## config.mk

```make
export PLATFORM = sky130hd
export DESIGN_NAME = pixel_fetch_flat
export DESIGN_NICKNAME = d
export VERILOG_FILES = /design/src/rtl/pixel_fetch_pkg.sv /design/src/rtl/pixel_fetch_if.sv /design/src/rtl/pixel_fetch_gamma_lut.sv /design/src/rtl/pixel_fetch.sv /design/src/flat_wrapper.sv
export SDC_FILE = /design/constraint.sdc
export NUM_CORES = 1
export LEC_CHECK = 0
export BUFFER_PORTS_ARGS = -buffer_cell sky130_fd_sc_hd__buf_2
export CELL_PAD_IN_SITES_DETAIL_PLACEMENT = 1
export CELL_PAD_IN_SITES_GLOBAL_PLACEMENT = 1
export CORE_MARGIN = 10
export CORE_UTILIZATION = 25
export CTS_BUF_LIST = sky130_fd_sc_hd__clkbuf_8
export CTS_CLUSTER_SIZE = 20
export DETAILED_ROUTE_END_ITERATION = 7
export HOLD_SLACK_MARGIN = 0.03
export PLACE_DENSITY = 0.85
export SLEW_MARGIN = 20
export SYNTH_ARGS = -nofsm -noshare
export SYNTH_HDL_FRONTEND = slang
export SYNTH_HIERARCHICAL = 1
export SYNTH_SLANG_ARGS = --single-unit
```

## constraint.sdc

```tcl
create_clock -name clk_in -period 2.4 [get_ports clk_in]
set_input_delay 0.48 -clock clk_in [delete_from_list [all_inputs] [get_ports clk_in]]
set_output_delay 0.48 -clock clk_in [all_outputs]
set_load 0.02 [all_outputs]
```

## src/rtl/pixel_fetch_pkg.sv

```systemverilog
// ---------------------------------------------------------------------------
// pixel_fetch_pkg
// Shared constants and types for the LED-matrix pixel fetch stage:
// address and data widths, the field layout of one framebuffer word
// (top and bottom half pixel, RGB888 each), the MSB bit-plane mask, and
// the frame-swap FSM state type.
// No ports. Optional feature macro used by importers: PIXEL_FETCH_GAMMA_EN.
// ---------------------------------------------------------------------------
package pixel_fetch_pkg;

    localparam int COL_W     = 6;                    // 64 columns
    localparam int ROW_W     = 4;                    // 16 scan rows
    localparam int COMP_W    = 8;                    // bits per colour component
    localparam int LEVEL_W   = 6;                    // bit planes per component
    localparam int NUM_COMP  = 6;                    // top R,G,B then bottom R,G,B
    localparam int FB_ADDR_W = 1 + ROW_W + COL_W;    // {buffer, row, column}
    localparam int FB_DATA_W = 2 * 3 * COMP_W;       // 48

    // Field offsets inside ram_rd_data.
    localparam int TOP_LSB = 24;
    localparam int BOT_LSB = 0;
    localparam int R_OFS   = 16;
    localparam int G_OFS   = 8;
    localparam int B_OFS   = 0;

    localparam logic [LEVEL_W-1:0] MASK_MSB = 6'b100000;

    typedef enum logic [1:0] {
        IDLE,
        PENDING,
        ACK
    } swap_state_e;

    // LSB position of component idx (0 = top R ... 5 = bottom B).
    function automatic int comp_lsb(input int idx);
        int half_lsb;
        int chan_ofs;
        half_lsb = (idx < 3) ? TOP_LSB : BOT_LSB;
        case (idx % 3)
            0:       chan_ofs = R_OFS;
            1:       chan_ofs = G_OFS;
            default: chan_ofs = B_OFS;
        endcase
        return half_lsb + chan_ofs;
    endfunction

endpackage

```

## src/rtl/pixel_fetch_if.sv

```systemverilog
// ---------------------------------------------------------------------------
// pixel_fetch_if
// Framebuffer read port between pixel_fetch (master) and the framebuffer
// RAM (slave). Read data returns exactly one cycle after ram_rd_en.
//   ram_addr     master->slave  {buffer_sel, row, column}
//   ram_rd_en    master->slave  read strobe
//   ram_rd_data  slave->master  {top RGB888, bottom RGB888}
// ---------------------------------------------------------------------------
interface pixel_fetch_if;
    import pixel_fetch_pkg::*;

    logic [FB_ADDR_W-1:0] ram_addr;
    logic                 ram_rd_en;
    logic [FB_DATA_W-1:0] ram_rd_data;

    modport master (output ram_addr, output ram_rd_en, input  ram_rd_data);
    modport slave  (input  ram_addr, input  ram_rd_en, output ram_rd_data);

endinterface

```

## src/rtl/pixel_fetch_gamma_lut.sv

```systemverilog
// ---------------------------------------------------------------------------
// gamma_lut
// Compiled only when PIXEL_FETCH_GAMMA_EN is defined. Maps an 8-bit colour
// component to a 6-bit display level with gamma 2.2, rounded to nearest.
// The 256-entry table is computed at elaboration; lookup is combinational.
//   comp_i   in   8  linear colour component
//   level_o  out  6  gamma-corrected level
// ---------------------------------------------------------------------------
`ifdef PIXEL_FETCH_GAMMA_EN
module gamma_lut
    import pixel_fetch_pkg::*;
(
    input  logic [COMP_W-1:0]  comp_i,
    output logic [LEVEL_W-1:0] level_o
);

    function automatic logic [LEVEL_W-1:0] gamma_entry(input int code);
        real lin;
        real lvl;
        lin = real'(code) / 255.0;
        lvl = (lin ** 2.2) * 63.0;
        return LEVEL_W'($rtoi(lvl + 0.5));
    endfunction

    // NOTE: this is a constant ROM built from localparams, so there is no
    // storage and nothing to reset.
    logic [LEVEL_W-1:0] lut [2**COMP_W];

    for (genvar gi = 0; gi < 2**COMP_W; gi++) begin : g_lut
        localparam logic [LEVEL_W-1:0] ENTRY = gamma_entry(gi);
        assign lut[gi] = ENTRY;
    end

    assign level_o = lut[comp_i];

endmodule
`endif

```

## src/rtl/pixel_fetch.sv

```systemverilog
// ---------------------------------------------------------------------------
// pixel_fetch
// Turns the scanner's (column, row, bit-plane mask) into the six colour bits
// for the HUB75 shift registers. Stage A issues the framebuffer read and
// captures the mask; stage B selects one bit plane of each component and
// registers the result (rgb_* valid two cycles after pixel_load_en).
// Also owns the double-buffer swap handshake, swapping only at the first
// pixel of the MSB plane of row 0.
// Optional: PIXEL_FETCH_GAMMA_EN inserts a gamma 2.2 LUT per component.
//   clk_in, reset          clock, asynchronous active-high reset
//   pixel_load_en          one pixel per high cycle
//   column_address/row_address/brightness_mask  pixel and plane select
//   fb                     framebuffer read port (master)
//   rgb_top/rgb_bottom     {R,G,B} bits, rgb_valid marks a fresh pixel
//   swap_req/swap_ack      4-phase buffer swap handshake
//   display_buffer         buffer currently scanned out
// ---------------------------------------------------------------------------
module pixel_fetch
    import pixel_fetch_pkg::*;
(
    input  logic               clk_in,
    input  logic               reset,
    input  logic               pixel_load_en,
    input  logic [COL_W-1:0]   column_address,
    input  logic [ROW_W-1:0]   row_address,
    input  logic [LEVEL_W-1:0] brightness_mask,
    pixel_fetch_if.master      fb,
    output logic [2:0]         rgb_top,
    output logic [2:0]         rgb_bottom,
    output logic               rgb_valid,
    input  logic               swap_req,
    output logic               swap_ack,
    output logic               display_buffer
);

    swap_state_e        state_q, state_d;
    logic               display_buffer_q;
    logic               v_q;            // stage A valid; also "loaded last cycle"
    logic [LEVEL_W-1:0] mask_q;
    logic               rgb_valid_q;
    logic [2:0]         rgb_top_q, rgb_bottom_q;
    logic               frame_boundary;
    logic               swap_now;

    logic [COMP_W-1:0]   comp  [NUM_COMP];
    logic [LEVEL_W-1:0]  level [NUM_COMP];
    logic [NUM_COMP-1:0] plane_bit;     // [5:3] top RGB, [2:0] bottom RGB

    // First pixel of the MSB plane of row 0 starts a new frame.
    assign frame_boundary = pixel_load_en && !v_q &&
                            (row_address == '0) && (brightness_mask == MASK_MSB);

    // NOTE: every output of this block gets a default before the case so no
    // path leaves a signal unassigned and no latch is inferred.
    always_comb begin
        state_d  = state_q;
        swap_now = 1'b0;
        swap_ack = 1'b0;
        unique case (state_q)
            IDLE: begin
                if (swap_req) state_d = PENDING;
            end
            PENDING: begin
                if (!swap_req) begin
                    state_d = IDLE;
                end else if (frame_boundary) begin
                    swap_now = 1'b1;
                    state_d  = ACK;
                end
            end
            ACK: begin
                swap_ack = 1'b1;
                if (!swap_req) state_d = IDLE;
            end
            default: state_d = IDLE;
        endcase
    end

    // The boundary pixel itself already reads from the new buffer.
    assign fb.ram_rd_en = pixel_load_en;
    assign fb.ram_addr  = {display_buffer_q ^ swap_now, row_address, column_address};

    for (genvar gi = 0; gi < NUM_COMP; gi++) begin : g_comp
        assign comp[gi] = fb.ram_rd_data[comp_lsb(gi) +: COMP_W];
`ifdef PIXEL_FETCH_GAMMA_EN
        gamma_lut u_gamma (
            .comp_i  (comp[gi]),
            .level_o (level[gi])
        );
`else
        logic unused_lsbs;
        assign level[gi]   = comp[gi][COMP_W-1 -: LEVEL_W];
        assign unused_lsbs = ^comp[gi][COMP_W-LEVEL_W-1:0];
`endif
        // A non-one-hot mask ORs the selected planes together.
        assign plane_bit[NUM_COMP-1-gi] = |(level[gi] & mask_q);
    end

    // NOTE: sequential state uses non-blocking assignments so every register
    // samples the pre-edge value of the others.
    always_ff @(posedge clk_in or posedge reset) begin
        if (reset) begin
            state_q          <= IDLE;
            display_buffer_q <= 1'b0;
            v_q              <= 1'b0;
            mask_q           <= '0;
            rgb_valid_q      <= 1'b0;
            rgb_top_q        <= '0;
            rgb_bottom_q     <= '0;
        end else begin
            state_q          <= state_d;
            display_buffer_q <= display_buffer_q ^ swap_now;
            v_q              <= pixel_load_en;
            if (pixel_load_en) mask_q <= brightness_mask;
            rgb_valid_q      <= v_q;
            if (v_q) begin
                rgb_top_q    <= plane_bit[5:3];
                rgb_bottom_q <= plane_bit[2:0];
            end
        end
    end

    assign rgb_top        = rgb_top_q;
    assign rgb_bottom     = rgb_bottom_q;
    assign rgb_valid      = rgb_valid_q;
    assign display_buffer = display_buffer_q;

endmodule
```

## src/flat_wrapper.sv

```systemverilog
// flat-port wrapper written by rule: the top's interface ports become plain ports
module pixel_fetch_flat import pixel_fetch_pkg::*;
  (clk_in, reset, pixel_load_en, column_address, row_address, brightness_mask, rgb_top, rgb_bottom, rgb_valid, swap_req, swap_ack, display_buffer, fb_ram_addr, fb_ram_rd_en, fb_ram_rd_data);
  pixel_fetch_if fb_i ();
  input  logic clk_in;
  input  logic reset;
  input  logic pixel_load_en;
  input  logic [COL_W-1:0] column_address;
  input  logic [ROW_W-1:0] row_address;
  input  logic [LEVEL_W-1:0] brightness_mask;
  output logic [2:0] rgb_top;
  output logic [2:0] rgb_bottom;
  output logic rgb_valid;
  input  logic swap_req;
  output logic swap_ack;
  output logic display_buffer;
  output wire logic [$bits(fb_i.ram_addr)-1:0] fb_ram_addr;
  output wire logic [$bits(fb_i.ram_rd_en)-1:0] fb_ram_rd_en;
  input wire logic [$bits(fb_i.ram_rd_data)-1:0] fb_ram_rd_data;
  assign fb_ram_addr = fb_i.ram_addr;
  assign fb_ram_rd_en = fb_i.ram_rd_en;
  assign fb_i.ram_rd_data = fb_ram_rd_data;
  pixel_fetch u_core (.clk_in(clk_in), .reset(reset), .pixel_load_en(pixel_load_en), .column_address(column_address), .row_address(row_address), .brightness_mask(brightness_mask), .fb(fb_i), .rgb_top(rgb_top), .rgb_bottom(rgb_bottom), .rgb_valid(rgb_valid), .swap_req(swap_req), .swap_ack(swap_ack), .display_buffer(display_buffer));
endmodule
```

======== Yosys cells after proc, flatten, opt, wreduce, memory -nomap -nowiden ========
Cells that the tools add are included.
operators by class
  equality and inequality tests ........... 6
  muxes and demuxes ....................... 9
  bitwise gates (word level) .............. 7
  reduce and logical (&&, ||, !) cells .... 13
operators with widths
  kind                number
  $and 6x6->6         6
  $reduce_or 6->1     6
  $mux 2              4
  $eq 6x6->1 const B  1
  $pmux 2 s3          1
  $logic_not 4->1     1
  $mux 1              4
  $ne 2x2->1 const B  2
  $logic_and 1x1->1   3
  $ne 3x2->1 const B  1
  $reduce_and 3->1    1
  $eq 2x1->1 const B  1
  $eq 2x2->1 const B  1
  $logic_not 2->1     1
  $logic_not 1->1     1
  $xor 1x1->1         1
storage, ports and cells
  register bits after elaboration ......... 17
  output and inout port bits .............. 21
  logic and storage cells ................. 42

======== Logic depth before layout (Yosys ltp) ========
  depth after elaboration ................. 8
  mapped depth ............................ 4
  depth with buffers taken out ............ 3

======== Worst setup path after synthesis ========
OpenSTA, ideal clock, no wires.
  kind .................................... input to output
  start point ............................. input brightness_mask[3]
  end point ............................... output fb_ram_addr[10]
  data arrival time ....................... 1.768 ns
  data required time ...................... 1.920 ns
  setup slack ............................. 0.152 ns
  stages .................................. 3
  cell sequence ........................... or4b_1 nor4_2 xor2_1
between the ends
  word-level cells in the longest chain between the ends .. 6
RTL lines
  item                RTL line            source
  start: declaration  flat_wrapper.sv:10  input logic [LEVEL_W-1:0] brightness_mask;
  $eq 6x6->1          pixel_fetch.sv:51   (row_address == '0) && (brightness_mask == MASK_MSB);
  $logic_and 1x1->1   pixel_fetch.sv:51
  $mux 1              pixel_fetch.sv:66   end else if (frame_boundary) begin
  $mux 1              pixel_fetch.sv:64   if (!swap_req) begin
  $mux 1              pixel_fetch.sv:59   unique case (state_q)
  $xor 1x1->1         pixel_fetch.sv:81   assign fb.ram_addr = {display_buffer_q ^ swap_now, row_address, column_address};
  end: declaration    flat_wrapper.sv:17  output wire logic [$bits(fb_i.ram_addr)-1:0] fb_ram_addr;
No other way between the ends.

======== Worst setup path in the final report ========
Same ends and word-level chain as after synthesis.

==> impl_summary.log <==
[metrics] DR vias/cell: between 4 and 5
[metrics] vias post-DR: ~900
[metrics] post-synthesis share of cell area spent on full adders, half adders and majority gates: 0
[metrics] multiplexer area fraction after synthesis: 0.0739
[metrics] vias in the first global route: 1,084
[metrics] number of diodes: 0
[metrics] CTS tree: done
[metrics] clock latency on the worst-skew pair: about 0.25 ns
[metrics] number of CTS-inserted buffers: 3
[metrics] kind of start point of the critical path: input port
[metrics] cell count after synthesis: 79
[metrics] sequential cell area in the final layout: about 430 µm²
[metrics] share of synthesized cell area in and, or, nand and nor gates: 0.126
[metrics] fraction of registers with async set/reset: 1.00
[metrics] biggest area consumer among synthesized cells: dfrtp_1
[metrics] number of synthesized register bits: 17
[metrics] DR top layer: met4
[metrics] Post-Route M1 WL: 1410 µm
[metrics] die footprint: 6480 µm²
[metrics] dominant cells by area after synthesis: dfrtp_1 47%, a22oi_1 15%, buf_4 9.0%
[metrics] num ports: 89
[metrics] Final Hold Vio Count: 0
[metrics] Starting DRT DRC Count: 44
[metrics] run status: complete, no violations
[metrics] count of pins over their slew limit: 0
[metrics] total global routing overflow: 0
[metrics] synthesized-area fraction occupied by ao, oa, aoi and oai cells: 0.215
[metrics] number of rows in the core area: 21
[metrics] Setup crit end kind: output pin
[metrics] proportion of netlist area held by the largest area contributor: 0.465
[metrics] fraction of final layout cells with drive strength greater than 1: 0.599
[metrics] reg-to-reg critical path startpoint: u_core/state_q[1]
[metrics] Crit Reg-Reg Endpoint: u_core/display_buffer
[metrics] maximum number of pins on one net before global-route repair: 18
[metrics] combinational family with the most area after synthesis: compound AO/OA/AOI/OAI gates
[metrics] path class of the lowest-slack min-delay path: in -> async
[metrics] final clock period utilization by the worst path: 0.971
[metrics] max capacitance violation total: 0
[metrics] Std-Cell Core Area: between 3000 and 4000 µm²
[metrics] final total power: 0.711 mW
[metrics] maximum frequency from static timing analysis: 0.429 GHz
[metrics] synthesized area per cell: between 10 and 15 µm²
[metrics] fraction of the yosys area taken by sequential cells: 0.465
[metrics] Cell Pwr Density: 555 nW/µm²
[metrics] first-pass GRT wire length: 5870 µm
[metrics] number of antenna violations at the first check in global routing: 0
[metrics] DRC violations left: 0
[metrics] slew at the pin closest to its max-slew limit: 0.668 ns
[metrics] Ys Warns: 6
[metrics] netlist area before placement: 915 µm²
[metrics] most common library cells after synthesis: 18 x a22oi_1, 17 x dfrtp_1, 11 x buf_4
[metrics] parity-gate share of the synthesized area counting xor and xnor cells: 0.00958
[metrics] Synth cell types: 18
[metrics] post-detailed-route wirelength per cell: 20.1 µm
[metrics] net count after synthesis: approximately 150
[metrics] sum of met2 wire segment lengths after detailed routing: between 1500 and 2000 µm
[metrics] area overhead of the layout relative to synthesis: 40.1%
[metrics] most instantiated library cell after synthesis: a22oi_1
[metrics] flop2flop setup slack: 0.82 ns
[metrics] required time at the endpoint of the critical path: 1.92 ns
[metrics] setup repair after global routing missed its margin: no
[metrics] Pre-antenna DRT Iters: 4
[metrics] CP Max Fanout: 2
[metrics] fillers: 411
[metrics] CTS max path bufs: 2
[metrics] last weighted congestion value of the routability-driven placer: 0.728
[metrics] total area of multi-input combinational cells: approximately 400 µm²
[metrics] number of synthesized flops with an enable pin: 0
[metrics] clock slew seen by the registers of the worst setup and hold paths: 0.07 ns
[metrics] Critical Path AT: 1.85 ns
[metrics] depth of the most critical reg-to-reg path: 4
[metrics] number of sinks driven by the clock tree: 17
[metrics] Fin Clk Skew: around 0.0024 ns
[metrics] number of placed instances with taps included: 178
[metrics] worst slew margin relative to its limit: 0.554
[metrics] Setup crit start: brightness_mask[3]
[metrics] Layout Cells excl Fill: between 150 and 200
[metrics] H-tree lvl count: 1
[metrics] Horiz. Die Dim: 80.5 µm
[metrics] cell leakage power: 0.625 nW
[metrics] Crit Path Class: in -> out
[metrics] Max rail drop VDD: 0.189 mV
[metrics] total length of routed met3 wires: 250 µm
[metrics] Die Y: 80.5 µm
[metrics] most used flip-flop cell after synthesis: dfrtp_1
[metrics] Post-DRT Antenna Nets: 0
[metrics] root cell of the clock tree: clkbuf_8
[metrics] layout net count: 206
[metrics] effective utilization at floorplan: 0.266
[metrics] detailed placement HPWL: approximately 3100 µm
[metrics] final setup violation count: 0
[metrics] aggregate negative setup slack: 0 ns
[metrics] overall track demand over capacity in global routing: 0.117
[metrics] sum of routed wire length over all layers: 3680 µm
[metrics] final critical path time including I/O delays and setup: about 2.3 ns
[metrics] number of port buffers: 64
==> stage by stage <==
step                instance area [µm²]  worst slack, ns  hold WS (ns)  utilization
global route                       1280           0.0138         0.354        0.372
global placement                   1210           0.0253         0.461        0.352
CTS                                1270          0.00336         0.337        0.368
detailed placement                 1210          0.00410         0.469        0.352
floorplan                           915            0.152         0.406            -
finish                             1280           0.0707         0.320        0.372
==> logic make-up after synthesis <==
kind of cell	Yosys count
muxes	6
DFF	17
xor gates and xnor gates	1
AOI/OAI and AO/OA	25
buffers and inverters	14
and+or+nand+nor	16
==> flip-flops by register name, indices dropped and copies added, names as in the netlist <==
name,cells
u_core/display_buffer,1
u_core/mask_q,6
u_core/rgb_bottom,3
u_core/rgb_top,3
u_core/rgb_valid,1
u_core/state_q,2
u_core/v_q,1
==> layout by cell type (no fill, tap or decap) <==
cell type / instances
a22o_1: 1
a22oi_1: 18
a41oi_1: 6
buf_2: 63
buf_4: 4
clkbuf_8: 3
dfrtp_1: 17
inv_1: 2
mux2_2: 6
nor2_1: 7
nor2b_1: 3
nor4_4: 1
nor4b_2: 1
or3b_2: 1
or4b_4: 3
xor2_1: 1
==> routing by layer <==
layer	GRT usage	up-vias
met2	0.215	40
li1	-	414
met5	0	-
met1	0.120	437
met4	0.0528	0
met3	0.0334	10
==> critical path: stages <==
cell and delay, ns:
buf_2 0.11, or4b_4 0.57, nor4_4 0.30, xor2_1 0.22, buf_4 0.18
==> repair_timing <==
item / in CTS / in global routing
setup buffers: 0 / 1
gates resized for setup: 2 / 2
setup endpoints to repair: 1 / 1
pin swaps: 1 / 3
cloned: 0 / 0
hold buffers: 0 / 0
==> power breakdown <==
| group | switching (mW) | internal, mW | total (mW) | leakage (nW) |
|---|---|---|---|---|
| Sequential | 0.0321 | 0.312 | 0.344 | 0.192 |
| Combinational | 0.0805 | 0.0794 | 0.160 | 0.406 |
| Clock | 0.0939 | 0.113 | 0.207 | 0.0269 |
==> final cells by class <==
cell class                      instances  area share
Clock buffer                            3      0.0322
Inverter                                1     0.00293
Tap cell                               46      0.0449
Sequential cell                        17       0.332
Multi-Input combinational cell         48       0.315
Timing Repair Buffer                   67       0.270
Clock inverter                          1     0.00293
==> how the worst max path moves through the flow <==
stage	end	slack [ns]	depth (start not counted)
final	fb_ram_addr[10]	0.07	5
after global routing	fb_ram_addr[10]	0.01	5
after CTS	fb_ram_addr[10]	0.003	5
after detailed placement	fb_ram_addr[10]	0.004	5
after global placement	fb_ram_addr[10]	0.03	5
after floorplan	fb_ram_addr[10]	0.15	3
Power figures use the tool's default switching activity.
